<file path="config.mk">
export PLATFORM = sky130hd
export DESIGN_NAME = rgb_breathe_pwm
export DESIGN_NICKNAME = d
export VERILOG_FILES = /design/src/rtl/breathe_pkg.sv /design/src/rtl/pwm_slice.sv /design/src/rtl/rgb_breathe_pwm.sv
export SDC_FILE = /design/constraint.sdc
export NUM_CORES = 1
export LEC_CHECK = 0
export ABC_CLOCK_PERIOD_IN_PS = 2600
export CAP_MARGIN = 40
export CORE_MARGIN = 2
export CORE_UTILIZATION = 55
export CTS_CLUSTER_DIAMETER = 30
export DETAILED_ROUTE_END_ITERATION = 8
export GPL_ROUTABILITY_DRIVEN = 0
export PLACE_DENSITY = 0.77
export SLEW_MARGIN = 40
export SYNTH_ARGS = -nofsm -noshare
export SYNTH_HDL_FRONTEND = slang
export SYNTH_HIERARCHICAL = 1
export SYNTH_SLANG_ARGS = --single-unit
</file>
<file path="constraint.sdc">
create_clock -name clk -period 2.6 [get_ports clk]
set_input_delay 0.26 -clock clk [delete_from_list [all_inputs] [get_ports clk]]
set_output_delay 0.26 -clock clk [all_outputs]
set_load 0.03 [all_outputs]
</file>
<file path="src/rtl/breathe_pkg.sv">
// Shared types and default constants for the RGB breathing PWM block.
package breathe_pkg;

  // Ramp modes; encoding 3 is treated as HOLD by the slices.
  typedef enum logic [1:0] {
    SAW  = 2'd0,
    TRI  = 2'd1,
    HOLD = 2'd2
  } mode_e;

  localparam int DEF_N_CH        = 3;
  localparam int DEF_R           = 8;
  localparam int DEF_DVSR        = 4882;
  localparam int DEF_STEP_CYCLES = 2500000;

  // Reset duty for a channel: channels start spread evenly across the range.
  function automatic int init_duty(input int ch, input int r, input int n_ch);
    return (ch * (1 << r)) / n_ch;
  endfunction

endpackage

</file>
<file path="src/rtl/pwm_slice.sv">
// One PWM channel: holds the ramp target, the active duty used by the
// comparator, and the triangle direction bit.
module pwm_slice
  import breathe_pkg::*;
#(
  parameter int R    = DEF_R,
  parameter int INIT = 0
) (
  input  logic         clk,
  input  logic         rst,
  input  logic         en,
  input  logic         step,
  input  logic         load,
  input  logic [1:0]   mode,
  input  logic [R-1:0] cnt,
  output logic         pwm,
  output logic [R:0]   duty
);

  localparam logic [R:0] MAX_D  = {1'b1, {R{1'b0}}};
  localparam logic [R:0] MAX_M1 = MAX_D - 1'b1;
  localparam logic [R:0] ZERO_D = '0;
  localparam logic [R:0] ONE_D  = {{R{1'b0}}, 1'b1};
  localparam logic [R:0] INIT_D = (R+1)'(INIT);

  logic [R:0] target;
  logic [R:0] active;
  logic       dir_up;
  logic [R:0] next_target;
  logic       next_dir_up;

  // Next ramp level for the current mode; dir flips on arriving at an endpoint
  // so each endpoint is held for exactly one step.
  always_comb begin
    next_target = target;
    next_dir_up = dir_up;
    case (mode_e'(mode))
      SAW: begin
        next_target = (target == MAX_D) ? ZERO_D : target + ONE_D;
      end
      TRI: begin
        if (dir_up) begin
          if (target == MAX_D) begin
            next_target = MAX_M1;
            next_dir_up = 1'b0;
          end else begin
            next_target = target + ONE_D;
            if (target == MAX_M1) next_dir_up = 1'b0;
          end
        end else begin
          if (target == ZERO_D) begin
            next_target = ONE_D;
            next_dir_up = 1'b1;
          end else begin
            next_target = target - ONE_D;
            if (target == ONE_D) next_dir_up = 1'b1;
          end
        end
      end
      default: begin
      end
    endcase
  end

  // Target/dir advance on steps; active duty only changes at a period boundary.
  always_ff @(posedge clk or posedge rst) begin
    if (rst) begin
      target <= INIT_D;
      active <= INIT_D;
      dir_up <= 1'b1;
    end else begin
      if (load) active <= target;
      if (step) begin
        target <= next_target;
        dir_up <= next_dir_up;
      end
    end
  end

  assign pwm  = !rst && en && ({1'b0, cnt} < active);
  assign duty = active;

endmodule

</file>
<file path="src/rtl/rgb_breathe_pwm.sv">
// Multi-channel breathing PWM: shared prescaler, PWM counter and step timer,
// with one ramp/compare slice per channel.
module rgb_breathe_pwm
  import breathe_pkg::*;
#(
  parameter int N_CH        = DEF_N_CH,
  parameter int R           = DEF_R,
  parameter int DVSR        = DEF_DVSR,
  parameter int STEP_CYCLES = DEF_STEP_CYCLES
) (
  input  logic                    clk,
  input  logic                    rst,
  input  logic                    en,
  input  logic [1:0]              mode,
  output logic [N_CH-1:0]         pwm_out,
  output logic [N_CH*(R+1)-1:0]   duty_mon,
  output logic                    period_start
);

  localparam int PW = (DVSR > 1) ? $clog2(DVSR) : 1;
  localparam int SW = $clog2(STEP_CYCLES);

  localparam logic [PW-1:0] PRE_LAST  = PW'(DVSR - 1);
  localparam logic [SW-1:0] STEP_LAST = SW'(STEP_CYCLES - 1);
  localparam logic [R-1:0]  CNT_LAST  = '1;

  logic [PW-1:0] pre;
  logic [R-1:0]  cnt;
  logic [SW-1:0] st;
  logic          tick;
  logic          step;

  assign tick         = en && (pre == PRE_LAST);
  assign step         = en && (st == STEP_LAST);
  assign period_start = tick && (cnt == CNT_LAST);

  // Prescaler and PWM counter; both are cleared while disabled so a resume
  // starts a fresh period.
  always_ff @(posedge clk or posedge rst) begin
    if (rst) begin
      pre <= '0;
      cnt <= '0;
    end else if (!en) begin
      pre <= '0;
      cnt <= '0;
    end else if (tick) begin
      pre <= '0;
      cnt <= cnt + 1'b1;
    end else begin
      pre <= pre + 1'b1;
    end
  end

  // Step timer; holds its position while disabled.
  always_ff @(posedge clk or posedge rst) begin
    if (rst) begin
      st <= '0;
    end else if (en) begin
      st <= step ? '0 : st + 1'b1;
    end
  end

  for (genvar i = 0; i < N_CH; i++) begin : g_ch
    pwm_slice #(
      .R    (R),
      .INIT (init_duty(i, R, N_CH))
    ) u_slice (
      .clk  (clk),
      .rst  (rst),
      .en   (en),
      .step (step),
      .load (period_start),
      .mode (mode),
      .cnt  (cnt),
      .pwm  (pwm_out[i]),
      .duty (duty_mon[i*(R+1) +: R+1])
    );
  end

endmodule

</file>
==> impl_results.md <==
- Status: complete, no violations
- Crit Path Class: flip-flop to output port
- Root buf cell: clkbuf_16
- Cells after Synth: ~730
- Port Buffer Count: 35
- DRC: 0
- Startpoint Class: flip-flop
- Fin nets: just over 800
- Die Ht: ~110 µm
- ANT cells: 0
- Mapped Area: approximately 6600 µm²
- Placed wire-length estimate: between 10 and 15 mm
- Die ar.: between 10000 and 15000 µm²
- Clock Latency Late Sink: 0.36 ns
- Fillers: roughly 950
- P_leak: between 0.003 and 0.004 µW
- Worst-Margin Slew: 0.6491 ns
- Crit Path Max Fanout: around 50
- Mapped Avg Cell Area: a little over 9 µm²
- Tot Pwr: approximately 3300 µW
- CP arrival: 2.20 ns
- Worst path buffer plus inverter count: 3
- First-pass GRT wire length: roughly 26 mm
- Async SR Flop Fraction: 100.0%
- Share of post-route cells with drive strength above 1: between 10 and 15%
- Area contributors post-synth: dfrtp_1 (31%), dfstp_2 (7.6%), ha_1 (7.0%), xnor2_1 (4.4%), o21ai_0 (4.2%)
- Data required, critical path: 2.34 ns
- Count of state elements after synthesis: 100
- Num CTS Buffers: 9
- Synth cell types: 64
- CTS clk-pin slew, worst paths: 0.07 ns
- Maxcap violations: 0
- Flop pwr share: between 50% and 60%
- Detail Route Antenna Nets: 0
- Worst path most repeated cell: buf_4
- Num ports: 36
- Period utilization: 94.67%
- Drt total wl: around 16 mm
- Initial Util: between 50% and 60%
- Multi-input gate area: 3704 µm²
- Area Growth Syn to Fin: 13.04%
- Logic gate share of total power: just under 6%
- Leading area contributor after synthesis: dfrtp_1
- Drt wl/cell: approximately 17 µm
- Num rows: 40
- Main synth FF type: dfrtp_1
- CP Capture Type: output port
- Skew final: roughly 0.0085 ns
- GRT Util Overall: approximately 25%
- Clock power frac: between 40 and 50%
- Max VDD drop: 0.2907 mV
- Final hold violations: 0
- Setup violators final: 0
- Sink Count: 100
- Max incr delay on CP: ~0.43 ns
- Sw power: roughly 830 µW
- Seq/Total Area, Yosys: 38.21%
- Via count of the routed design: 5671
- CTS tree: done
- CTS max path bufs: 2
- Setup TNS: 0 ns
- HP Class: input port to async pin
- Vias in the first global route: around 5500
- Vias/cell: approximately 6
- Hold Buf Count CTS: 0
- Crit-path slowest cell: dfrtp_1
- Drt pass-1 iters: 7
- Antenna violations before repair: 0
- Die W: approximately 110 µm
- Power per cell area: roughly 430 nW/µm²
- CTS H-Tree Depth: 3
- Top-area cell type share of the netlist area: roughly 30%
- Total grt overflow: 0
- Crit-path leading delay family: simple AND/OR/NAND/NOR gates
- Post-synth EDFFs: 0
- Slew margin rel.: between 50% and 60%
- Largest net degree at the start of global routing: 50
- Min cycle time layout: 2.461 ns
- Internal Power: between 2000 and 2500 µW
- Fmax: 0.4063 GHz
- Core area: around 12000 µm²
- Critical-path cell list: nor4b_2 -> nand4_1 -> buf_4 -> nor3_4 -> buf_12 -> buf_4
- Yosys warnings: 6
- Slew Viols, Final: 0
- Storage cell area: approximately 2500 µm²
- Sw Ratio: roughly a quarter
- 1st-iter DRT viols: ~450
- Syn_nets: around 770
- RSZ-0062 raised after global routing: false
[worst register-to-register path: cells and delay by family (launching register included)]
family	cells	cell delay (ns)
AO/OA/AOI/OAI	3	0.35
flip-flops	1	0.44
AND/OR/NAND/NOR	5	1.12
buffers and inverters	2	0.38
[placed cells by master (no fill, tap or decap), types with 4 or more instances in the layout]
cell type and count:
nand2b_1 12, mux2_2 6, dfrtp_1 81, or3_1 15
nor2_1 55, nand2_1 59, a21oi_1 34, o31a_1 6
inv_1 55, a31oi_1 18, o31ai_1 7, nor3_1 13
o21ai_1 6, buf_4 25, xor2_1 9, nor4_1 8
and3_1 8, xnor2_1 33, a211o_1 8, o211ai_1 6
ha_1 37, nand4_4 4, nor2b_1 9, dfstp_2 19
clkbuf_16 9, o21ai_0 56, a41oi_1 6, mux2i_1 7
clkdlybuf4s50_1 31, nand3_1 35, nand4_1 15
[final cells by class]
cell class,instances,share of cell area [%]
inverters,56,2.813
flip-flops and latches,100,33.80
repair buffers,60,7.333
clock inverters,7,1.021
multi-input cells,540,49.56
clock buffers,9,3.014
well taps,147,2.461
[kinds of logic (layout without fill, tap and decap cells)]
group / after synthesis / after routing / synth area share [%]
buf+inv: 87 / 132 / 5.999
xor+xnor: 42 / 42 / 5.564
simple gates: 261 / 261 / 22.12
fa+ha+maj: 37 / 37 / 7.002
compound gates: 187 / 187 / 19.02
mux: 13 / 13 / 2.082
flops: 100 / 100 / 38.21
[synthesized netlist by cell type (all sizes together), types with 4 or more instances]
master  count
and4        6
a21oi      36
xnor2      33
ha         37
nand4      20
mux2        6
a21o        6
o21ai      62
nor2       56
dfrtp      81
o31a        6
nand2      59
buf        27
a31oi      18
o31ai       7
inv        55
nor2b       9
a41oi       6
or3        15
nor3       14
clkbuf      4
o221ai      4
mux2i       7
nor4       13
and3        9
nand2b     12
o211ai      8
a211o       8
dfstp      19
nand3      35
xor2        9
[power groups by stage]
stage | logic (µW) | registers, µW | clock network [µW]
5_1_grt | 217 | 1680 | 1480
6_report | 190 | 1670 | 1390
4_1_cts | 192 | 1670 | 1430
3_3_place_gp | 187 | 1690 | 0
2_1_floorplan | 137 | 1680 | 0
3_5_place_dp | 193 | 1690 | 0
[what timing repair did]
item / CTS / global route
endpoints found under the setup margin: 2 / 4
setup buffers: 0 / 2
pin swaps: 0 / 1
gates resized for setup: 4 / 3
[worst paths after layout]
kind / start / to / slack [ns] / depth (start not counted)
max in group asynchronous: rst / pre[1] / 1.75 / 3
min in group clk: st[18] / st[18] / 0.50 / 1
setup / recovery: pre[3] / period_start / 0.14 / 6
hold reg to reg: st[18] / st[18] / 0.50 / 1
setup reg to reg: st[3] / g_ch[0].u_slice/target[7] / 0.20 / 10
hold / removal: rst / g_ch[0].u_slice/target[0] / 0.42 / 3
[stage by stage]
stage	setup slack, ns	instance area, µm²	instances	utilization, %	hold WS, ns
final	0.1385	7473	919	63.01	0.4193
after global routing	0.01607	7473	919	63.01	0.4493
after CTS	0.003866	7465	917	62.93	0.4142
after detailed placement	0.1084	7163	901	60.39	0.4870
after global placement	0.1648	7163	901	60.39	0.4534
after floorplan	0.1432	6623	727	-	0.2130
[layer usage]
metal	share of wire, %	track usage (%)	vias up
met5	0	0	-
met4	1.7	8.130	0
met3	6.7	6.164	26
met2	49	41.44	220
met1	43	32.51	2711
li1	-	-	2714
[registers in the layout, indices dropped and copies added (netlist names)]
| name | flops |
|---|---|
| g_ch.u_slice/target | 27 |
| pre | 13 |
| cnt | 8 |
| g_ch.u_slice/dir_up | 3 |
| st | 22 |
| g_ch.u_slice/duty | 27 |
(Power assumes the default switching activity.)
